==> src/rtl/hc194_burst.sv <==
// WIDTH-bit universal shift register (hold / right / left / load) with a selectable fill source
// and a burst engine that performs CNT shifts from a single START pulse.
module hc194_burst #(
  parameter int unsigned WIDTH = 8,
  parameter int unsigned CNT_W = 4
) (
  input  logic             CP,
  input  logic             MR,
  input  logic             S0,
  input  logic             S1,
  input  logic [WIDTH-1:0] D,
  input  logic             DSR,
  input  logic             DSL,
  input  logic [1:0]       FILL,
  input  logic             START,
  input  logic [CNT_W-1:0] CNT,
  output logic [WIDTH-1:0] Q,
  output logic             SO_R,
  output logic             SO_L,
  output logic             BUSY,
  output logic             DONE
);

  typedef enum logic [0:0] {StIdle, StShift} state_e;

  state_e             state_q;
  logic [WIDTH-1:0]   q_q;
  logic [CNT_W-1:0]   rem_q;
  logic               dir_left_q;
  logic [1:0]         fill_q;
  logic               busy_q;
  logic               done_q;

  logic [1:0]         fill_sel;
  logic               fill_r;
  logic               fill_l;
  logic [WIDTH-1:0]   q_shr;
  logic [WIDTH-1:0]   q_shl;
  logic [1:0]         mode;

  assign mode = {S1, S0};

  // During a burst the fill source is the one latched at START; serial inputs stay live.
  always_comb begin
    fill_sel = (state_q == StShift) ? fill_q : FILL;
    fill_r   = 1'b0;
    fill_l   = 1'b0;
    unique case (fill_sel)
      2'b00: begin
        fill_r = DSR;
        fill_l = DSL;
      end
      2'b01: begin
        fill_r = q_q[0];
        fill_l = q_q[WIDTH-1];
      end
      2'b10: begin
        fill_r = q_q[WIDTH-1];
        fill_l = q_q[0];
      end
      default: begin
        fill_r = 1'b0;
        fill_l = 1'b0;
      end
    endcase
    q_shr = {fill_r, q_q[WIDTH-1:1]};
    q_shl = {q_q[WIDTH-2:0], fill_l};
  end

  always_ff @(posedge CP) begin
    if (MR) begin
      state_q    <= StIdle;
      q_q        <= '0;
      rem_q      <= '0;
      dir_left_q <= 1'b0;
      fill_q     <= 2'b00;
      busy_q     <= 1'b0;
      done_q     <= 1'b0;
    end else begin
      unique case (state_q)
        StIdle: begin
          done_q <= 1'b0;
          if (START && (mode == 2'b01 || mode == 2'b10)) begin
            dir_left_q <= S1;
            fill_q     <= FILL;
            rem_q      <= CNT;
            if (CNT != '0) begin
              state_q <= StShift;
              busy_q  <= 1'b1;
            end else begin
              done_q  <= 1'b1;
            end
          end else begin
            unique case (mode)
              2'b01:   q_q <= q_shr;
              2'b10:   q_q <= q_shl;
              2'b11:   q_q <= D;
              default: q_q <= q_q;
            endcase
          end
        end
        StShift: begin
          q_q    <= dir_left_q ? q_shl : q_shr;
          rem_q  <= rem_q - 1'b1;
          done_q <= 1'b0;
          if (rem_q == {{(CNT_W-1){1'b0}}, 1'b1}) begin
            state_q <= StIdle;
            busy_q  <= 1'b0;
            done_q  <= 1'b1;
          end
        end
        default: begin
          state_q <= StIdle;
          busy_q  <= 1'b0;
          done_q  <= 1'b0;
        end
      endcase
    end
  end

  assign Q    = q_q;
  assign SO_R = q_q[0];
  assign SO_L = q_q[WIDTH-1];
  assign BUSY = busy_q;
  assign DONE = done_q;

endmodule

==> config.mk <==
export PLATFORM = sky130hd
export DESIGN_NAME = hc194_burst
export DESIGN_NICKNAME = d
export VERILOG_FILES = /design/src/rtl/hc194_burst.sv
export SDC_FILE = /design/constraint.sdc
export NUM_CORES = 1
export LEC_CHECK = 0
export BUFFER_PORTS_ARGS = -buffer_cell sky130_fd_sc_hd__buf_2
export CAP_MARGIN = 40
export CORE_MARGIN = 4
export CORE_UTILIZATION = 47
export DETAILED_ROUTE_END_ITERATION = 10
export PLACE_DENSITY_LB_ADDON = 0.25
export SLEW_MARGIN = 10
export SYNTH_ARGS = -nofsm -noshare
export SYNTH_HDL_FRONTEND = slang
export SYNTH_SLANG_ARGS = --single-unit
==> constraint.sdc <==
create_clock -name CP -period 1.7 [get_ports CP]
set_input_delay 0.255 -clock CP [delete_from_list [all_inputs] [get_ports CP]]
set_output_delay 0.255 -clock CP [all_outputs]
set_load 0.01 [all_outputs]
* Word-level counts from Yosys, hierarchy flattened
Index checks and enable logic that the tools add are counted.
** Storage, ports and cells
- Memory bits (writable) :: 0
- Flip-flop bits (word level) :: 18
- Latch bits :: 0
- Memory bits (read-only) :: 0
- Bits of input ports :: 21
- Memories kept :: 0
** Operators by class
- Bitwise gates (word level) :: 1
- $add $sub $neg :: 1
- Multipliers :: 0
- Divide/modulo/power cells :: 0
- Equal/unequal tests :: 11
- Muxes and demuxes :: 21
- Magnitude comparators :: 0
- Shift-type cells :: 0
- Reduce and logical (&&, ||, !) cells :: 7
** Operator list (number)
- 8-bit case mux with 3 select lines :: 1
- 8-bit 2-to-1 mux :: 2
- 8-bit case mux with 2 select lines :: 1
- 1-bit 2-to-1 mux :: 9
- 4-bit case mux with 2 select lines :: 1
- 2-bit == test (second input constant) :: 3
- 2-bit != test (second input constant) :: 3
- 1-bit case mux with 2 select lines :: 3
- 1-bit case mux with 3 select lines :: 2
- 2-bit by 1-bit == test with 1-bit output (second input constant) :: 2
- 4-bit by 1-bit == test with 1-bit output (second input constant) :: 1
- 4-bit 2-to-1 mux :: 1
- 4-bit by 3-bit != test with 1-bit output (second input constant) :: 1
- 2-bit AND reduction :: 2
- 4-bit nonzero test :: 1
- 4-bit by 1-bit subtractor with 4-bit output (second input constant) :: 1
- 3-bit AND reduction :: 1
- 2-bit logical NOT :: 1
- 2-bit 2-to-1 mux :: 1
- 2-bit by 1-bit != test with 1-bit output (second input constant) :: 1
- 1-bit logical AND :: 1
- 1-bit logical OR :: 1
- 1-bit inverter :: 1

* Longest topological paths before layout
Gate-level depths: netlist of run 1.
- Word-level depth :: 6
- Depth in mapped cells :: 8
- Depth with buffers taken out :: 6

* Worst setup path after synthesis of run 1
Ideal clock, no wire load.
- Path type :: input to register
- Start :: in S1
- End :: reg q_q[7] (netlist: Q[7])
- Path buffers :: 2
- Arrival :: 1.494 ns
- Library setup time :: 0.131 ns
- Cell stages on the path :: 8
- Slack :: 0.075 ns
- Cells stage by stage :: inv_1 ha_1 nor2b_1 buf_2 o21ba_2 buf_6 a221oi_1 a21oi_1
** Between the ends
- Longest elaborated chain between the ends :: 5
** RTL lines
- start, declared :: line 10 : input logic S1,
- parallel branches: the longest is 5 deep, another holds 8-bit case mux with 3 select lines
- end signal, assigned :: line 95 : 2'b01: q_q <= q_shr;
- end signal, assigned :: line 96 : 2'b10: q_q <= q_shl;
- end signal, assigned :: line 98 : default: q_q <= q_q;
- end, declared :: line 27 : logic [WIDTH-1:0] q_q;
Parallel ways; which one is timed is not known. The select of a mux whose other input is x is not followed.
A chain may end at the register's enable or synchronous reset.

* Final worst setup path of run 1
- Start :: reg state_q
- End :: reg q_q[7] (netlist: Q[7])
** Between the ends
- Longest elaborated chain between the ends :: 6
** RTL lines
- start, declared :: line 26 : state_e state_q;
- start signal, assigned :: line 72 : state_q <= StIdle;
- start signal, assigned :: line 88 : state_q <= StShift;
- start signal, assigned :: line 107 : state_q <= StIdle;
- 2-bit 2-to-1 mux :: line 45 : fill_sel = (state_q == StShift) ? fill_q : FILL;
- 2-bit == test, or another cell as far along :: line 48 : unique case (fill_sel)
- 1-bit case mux with 3 select lines :: line 48
- 8-bit case mux with 3 select lines :: line 94 : unique case (mode)
- 8-bit 2-to-1 mux :: line 83 : if (START && (mode == 2'b01 || mode == 2'b10)) begin
- 8-bit case mux with 2 select lines :: line 80 : unique case (state_q)
Several ways; a longest one is shown, not always the timed one. The select of a mux whose other input is x is not followed.

==> impl_metrics.toml, run 1 <==
[route]
vias = 1262
viasPerCell = 5.90
initialDrtViolationCount = 47
wirelength_um = 3230
drt-pass1-iter-count = 4
wl_per_cell_um = 15.1
drc = 0
postRouteAntennaNets = 0

[synth]
synth_area_mm2 = 0.00125
synth_area_per_cell_um2 = 8.26
yosysWarnings = 0
ys_seq_area_share_pct = 28.9
yosysUniqueCellTypes = 40
synth_seq_cells = 18
syn-instance-count = 151
syn_nets = 177

[timing]
relSlewSlack_pct = 65.7
hold_violations = 0
finalClockSkew_ns = 0.00185
max_freq_mhz = 638
finalSetupViolations = 0
fin_crit_ns = 1.57
setup_slack_ns = 0.132
holdWs_ns = 0.236
tightest_slew_ns = 0.514
slew_viol_final = 0
rsz0062_at_grt = "no"
post-route-period-util_pct = 92.2

[die]
die_area_mm2 = 0.00354
die_height_um = 59.5
row_count = 18
start_util_pct = 49.9
ioPinCount = 33
die_w_um = 59.5
core_area_mm2 = 0.00250

[setup_path]
cpMaxStageDelayCell = "dfxtp_1"
crit_chain = "o21ai_0 > and3_1 > o32ai_1 > a21oi_1"
worstPathArrival_ns = 1.74
cp-end-kind = "register"
cp_max_fo = 14
path_class = "register to register"
slowest_delay_ns = 0.61
worst_setup_path_start_kind = "register"
required_ns = 1.87

[cells_and_area]
nets = 212
n_antenna_cell = 0
syn2layout_area_growth_pct = 18.5
final_common_cell = "buf_2"
finalInstanceArea_mm2 = 0.00148
drive_gt1_share_pct = 28.3
layout_common_cells = "32 x buf_2, 18 x dfxtp_1, 18 x nand2_1, 18 x a21oi_1"
fill_cells = 229

[global_routing]
grt_first_pass_wirelength_um = 5380
grt_pass1_vias = 1232
overflow = 0
grt_usage_pct = 19.5
antenna_found_initial = 0
grt_start_max_net_pins = 21

[clocking]
htreeDepth = 1
path_clk_slew_ns = 0.10
cts-resized-gates = 0
post_cts_buffers = 0
clk_latency_ns = 0.29
tritoncts = "yes"
holdBufCountCts = 0
cts_buffers = 3
clock_sinks = 18
clk_path_buf_depth = 2
cts_root_buf = "clkbuf_4"

[placed_design]
placed_cell_area_mm2 = 0.00146
hpwl_um = 2440
post-place-ws_ns = -0.0507
routabilityCongestion = 0.830
io_buffers = 32

[pwr]
powerDensity_mw_per_mm2 = 723
peakVddDrop_v = 0.000588
leakagePower_nw = 0.609

[hold_path]
worstHoldPathType = "primary input to register"

[outcome]
outcome = "completed"

[job]
max-cap-violations = 0
## synthesized netlist by cell type
| library cell | instances | share of area [%] |
|---|---|---|
| a21oi_1 | 18 | 7.2 |
| dfxtp_1 | 18 | 29 |
| nand2_1 | 18 | 5.4 |
| a211oi_1 | 11 | 6.6 |
| buf_2 | 7 | 2.8 |
| a211o_1 | 6 | 4.2 |
| a22o_1 | 6 | 4.2 |
| mux2i_1 | 6 | 4.8 |
| ha_1 | 5 | 5.0 |
| nand3b_1 | 5 | 3.0 |
| nor2_1 | 5 | 1.5 |
| inv_1 | 4 | 1.2 |
| nand2b_1 | 4 | 2.0 |
| o21ai_0 | 4 | 1.6 |
| a21boi_0 | 3 | 1.8 |
| nor2b_1 | 3 | 1.5 |
| buf_4 | 2 | 1.2 |
| clkbuf_1 | 2 | 0.60 |
| o21bai_1 | 2 | 1.2 |
| or3b_2 | 2 | 1.4 |
| a2111oi_2 | 1 | 1.2 |
| a221oi_1 | 1 | 0.70 |
| a22oi_1 | 1 | 0.60 |
| a41o_1 | 1 | 0.80 |
| and3_1 | 1 | 0.50 |
| and4b_1 | 1 | 0.80 |
| buf_1 | 1 | 0.30 |
| buf_6 | 1 | 0.90 |
| nand3_1 | 1 | 0.40 |
| nor3_1 | 1 | 0.40 |
| nor3_2 | 1 | 0.80 |
| nor3b_2 | 1 | 1.0 |
| nor4_1 | 1 | 0.50 |
| nor4b_1 | 1 | 0.70 |
| o21ai_1 | 1 | 0.40 |
| o21ba_2 | 1 | 0.80 |
| o221ai_1 | 1 | 0.70 |
| o32ai_1 | 1 | 0.70 |
| or3b_1 | 1 | 0.70 |
| or4b_1 | 1 | 0.80 |
## power breakdown
part / switching [W] / internal [W] / total [W]
sequential: 0.0000534 / 0.000461 / 0.000514
clock: 0.000126 / 0.0000824 / 0.000208
combinational: 0.000179 / 0.000167 / 0.000346
## flip-flops by register name, summed over array words and instances (netlist names)
| register | count |
|---|---|
| state_q | 1 |
| DONE | 1 |
| rem_q | 4 |
| BUSY | 1 |
| dir_left_q | 1 |
| fill_q | 2 |
| Q | 8 |
## critical path, delay by kind of cell (launching register included)
family | cells | cell delay [ns]
flip-flops | 1 | 0.61
AND/OR/NAND/NOR | 1 | 0.23
AO/OA/AOI/OAI | 3 | 0.61
## final timing paths
kind           start         to  slack (ns)  cells after the start
max reg2reg  state_q       Q[7]        0.13                      4
min reg2reg     BUSY       BUSY        0.48                      2
min          FILL[1]  fill_q[1]        0.24                      3
max          state_q       Q[7]        0.13                      4
## per-layer routing
layer | wire [um] | track usage (%) | vias to the layer above | part of all wire, %
li1 | - | - | 629 | -
met1 | 1500 | 25.5 | 607 | 47
met2 | 1560 | 32.8 | 22 | 48
met3 | 140 | 3.05 | 4 | 4.3
met4 | 28 | 6.33 | 0 | 0.87
met5 | 0 | 0 | - | 0
## cells by family after synthesis
kind of cell | Yosys count | share of synthesized area (%)
compound gates | 58 | 32.8
simple gates | 47 | 21.5
flops | 18 | 28.9
buf+inv | 17 | 7.02
mux | 6 | 4.81
fa+ha+maj | 5 | 5.02
## layout make-up
class	instances	area, um2	share of cell area, %
Multi-Input combinational cell	116	800	54.1
Clock buffer	3	22.5	1.52
Timing Repair Buffer	43	243	16.4
Sequential cell	18	360	24.4
Tap cell	30	37.5	2.54
Inverter	4	15.0	1.02
## per-stage QoR
| stage | util [%] | TNS, ns | cells | total power (W) |
|---|---|---|---|---|
| 6_report | 59.1 | 0 | 214 | 0.00107 |
| 5_1_grt | 59.1 | 0 | 214 | 0.00115 |
| 4_1_cts | 59.1 | 0 | 214 | 0.00108 |
| 3_5_place_dp | 58.2 | -0.0578 | 211 | 0.000867 |
| 3_3_place_gp | 58.2 | 0 | 211 | 0.000852 |
| 2_1_floorplan | - | 0 | 151 | 0.000749 |
No activity file was read; power rests on OpenSTA's default activity.
==> run 2: changes to the inputs <==
--- a/config.mk
+++ b/config.mk
@@ -5,6 +5,7 @@
 export SDC_FILE = /design/constraint.sdc
 export NUM_CORES = 1
 export LEC_CHECK = 0
+export ABC_AREA = 1
 export BUFFER_PORTS_ARGS = -buffer_cell sky130_fd_sc_hd__buf_2
 export CAP_MARGIN = 40
 export CORE_MARGIN = 4
==> run 2 against run 1 <==
Compared with the run above:
- sequential power is 3% higher
- via count increased by 3.2%
- synthesized cell count is 21% higher
- critical endpoint is now Q[2]
==> impl_metrics.toml, run 2 <==
[route]
wl_met1_um = 1350
wirelength_um = 3000
initialDrtViolationCount = 57
drc = 0
wl_met3_um = 195
highest_layer = "met4"
drt-pass1-iter-count = 4
wl_met2_um = 1440
viasPerCell = 5.36
postRouteAntennaNets = 0
wl_per_cell_um = 12.3
vias = 1303

[die]
ioPinCount = 33
die_height_um = 59.4
die_area_mm2 = 0.00353
row_count = 18
core_area_mm2 = 0.00250
start_util_pct = 49.6
die_w_um = 59.4

[synth]
yosys-top-cells-area = "dfxtp_1 29%, nand2_1 13%, a21oi_1 7.7%"
yosysMostFrequentCell = "nand2_1"
synthArstFlopShare_pct = 0
syn-instance-count = 182
synth_top_area_share_pct = 29.0
synth_commonest_cells = "44 x nand2_1, 22 x inv_1, 19 x a21oi_1"
yosysWarnings = 0
synth_area_per_cell_um2 = 6.82
synth-edff-count = 0
synth_seq_cells = 18
ys.flop_type = "dfxtp_1"
yosysTopAreaCell = "dfxtp_1"
syn_nets = 208
yosysUniqueCellTypes = 31
ys_seq_area_share_pct = 29.0
synth_area_mm2 = 0.00124

[clocking]
clk_latency_ns = 0.30
cts-resized-gates = 0
path_clk_slew_ns = 0.12
post_cts_buffers = 0
cts_root_buf = "clkbuf_4"
cts_buffers = 3
clk_path_buf_depth = 2
clock_sinks = 18
htreeDepth = 1
tritoncts = "yes"
holdBufCountCts = 0

[cells_and_area]
n_antenna_cell = 0
layout_common_cells = "44 x nand2_1, 32 x buf_2, 22 x inv_1"
nets = 240
finalInstanceArea_mm2 = 0.00143
syn2layout_area_growth_pct = 15.4
drive_gt1_share_pct = 24.4
final_common_cell = "nand2_1"
largest_reg_flops = 8
final_cells = 243

[global_routing]
grt_usage_pct = 18.1
antenna_found_initial = 0
grt_pass1_vias = 1216
grt_start_max_net_pins = 19
overflow = 0
grt_first_pass_wirelength_um = 5000

[timing]
tightest_slew_ns = 0.455
finalSetupViolations = 0
setup_tns_ns = 0
hold_violations = 0
relSlewSlack_pct = 69.7
slew_viol_final = 0
holdWs_ns = 0.193
fin_crit_ns = 1.42
post-route-period-util_pct = 83.4
max_freq_mhz = 705
finalClockSkew_ns = 0.0142
rsz0062_at_grt = "no"

[setup_path]
crit_chain = "inv_2 > nand2_1 > o31ai_4 > inv_2 > o21ai_0 > a31oi_1"
crit_cells = 6
worstPathArrival_ns = 1.65
cp_max_fo = 14
critPathBufInv = 2
r2r_cells = 6
cp-end-kind = "register"
cp_top_family = "flip-flops"
crit_top_cell = "inv_2"
slowest_delay_ns = 0.44
cpMaxStageDelayCell = "dfxtp_1"
path_class = "register to register"
worst_setup_path_start_kind = "register"
required_ns = 1.93

[placed_design]
io_buffers = 32
place_inst = 239
hpwl_um = 2280
placed_cell_area_mm2 = 0.00140
routabilityCongestion = 0.848

[pwr]
powerDensity_mw_per_mm2 = 828
leakagePower_nw = 0.670
netSwitchingFraction_pct = 36.1
p_int_w = 0.000758
power_frac_comb_pct = 32.4
peakVddDrop_v = 0.000530
p_seq_share_pct = 44.5
p_clk_share_pct = 23.1
net-switching-power_w = 0.000429

[hold_path]
worstHoldPathType = "primary input to register"
min_path_cells = 2

[job]
max-cap-violations = 0

[outcome]
outcome = "completed"
## run 2: worst register-to-register path, stage by stage, from the launching register on
cell     delay (ns)
dfxtp_1        0.44
inv_2          0.10
nand2_1        0.21
o31ai_4        0.12
inv_2          0.21
o21ai_0        0.11
a31oi_1        0.18
## run 2: through the flow
step / utilization [%] / setup slack, ns / power [W]
6_report: 57.3 / 0.282 / 0.00119
2_1_floorplan: - / 0.336 / 0.000817
3_5_place_dp: 55.9 / 0.0327 / 0.000922
4_1_cts: 57.3 / 0.282 / 0.00119
5_1_grt: 57.3 / 0.140 / 0.00128
3_3_place_gp: 55.9 / 0.101 / 0.000910
## run 2: power groups by stage
| stage | clock network, W | logic [W] | registers [W] |
|---|---|---|---|
| floorplan | 0 | 0.000282 | 0.000535 |
| global placement | 0 | 0.000376 | 0.000534 |
| detailed placement | 0 | 0.000385 | 0.000537 |
| CTS | 0.000281 | 0.000386 | 0.000527 |
| global route | 0.000305 | 0.000436 | 0.000539 |
| finish | 0.000274 | 0.000384 | 0.000528 |
## run 2: final cells by class
class	count	area (um2)
Inverter	26	104
Tap cell	30	37.5
Clock buffer	4	36.3
Timing Repair Buffer	37	198
Fill cell	251	1070
Sequential cell	18	360
Multi-Input combinational cell	128	697
## run 2: worst paths after layout
path	from	end	slack (ns)
max	state_q	Q[2]	0.28
min reg2reg	BUSY	BUSY	0.48
max reg2reg	state_q	Q[2]	0.28
min	MR	rem_q[1]	0.19
## run 2: cell families (layout without fill, tap and decap cells)
group,after synthesis,after routing,share of synthesized area [%]
DFF,18,18,29.0
xor gates and xnor gates,1,1,0.706
AOI/OAI and AO/OA,56,56,27.5
and+or+nand+nor,66,66,22.9
buffers and inverters,36,67,14.8
adders and majority gates,5,5,5.04
## run 2: per-layer routing
layer  vias up  global-route usage [%]
met2        37                    30.6
met4         0                    6.15
met5         -                       0
met3         2                    2.61
li1        671                       -
met1       593                    23.2
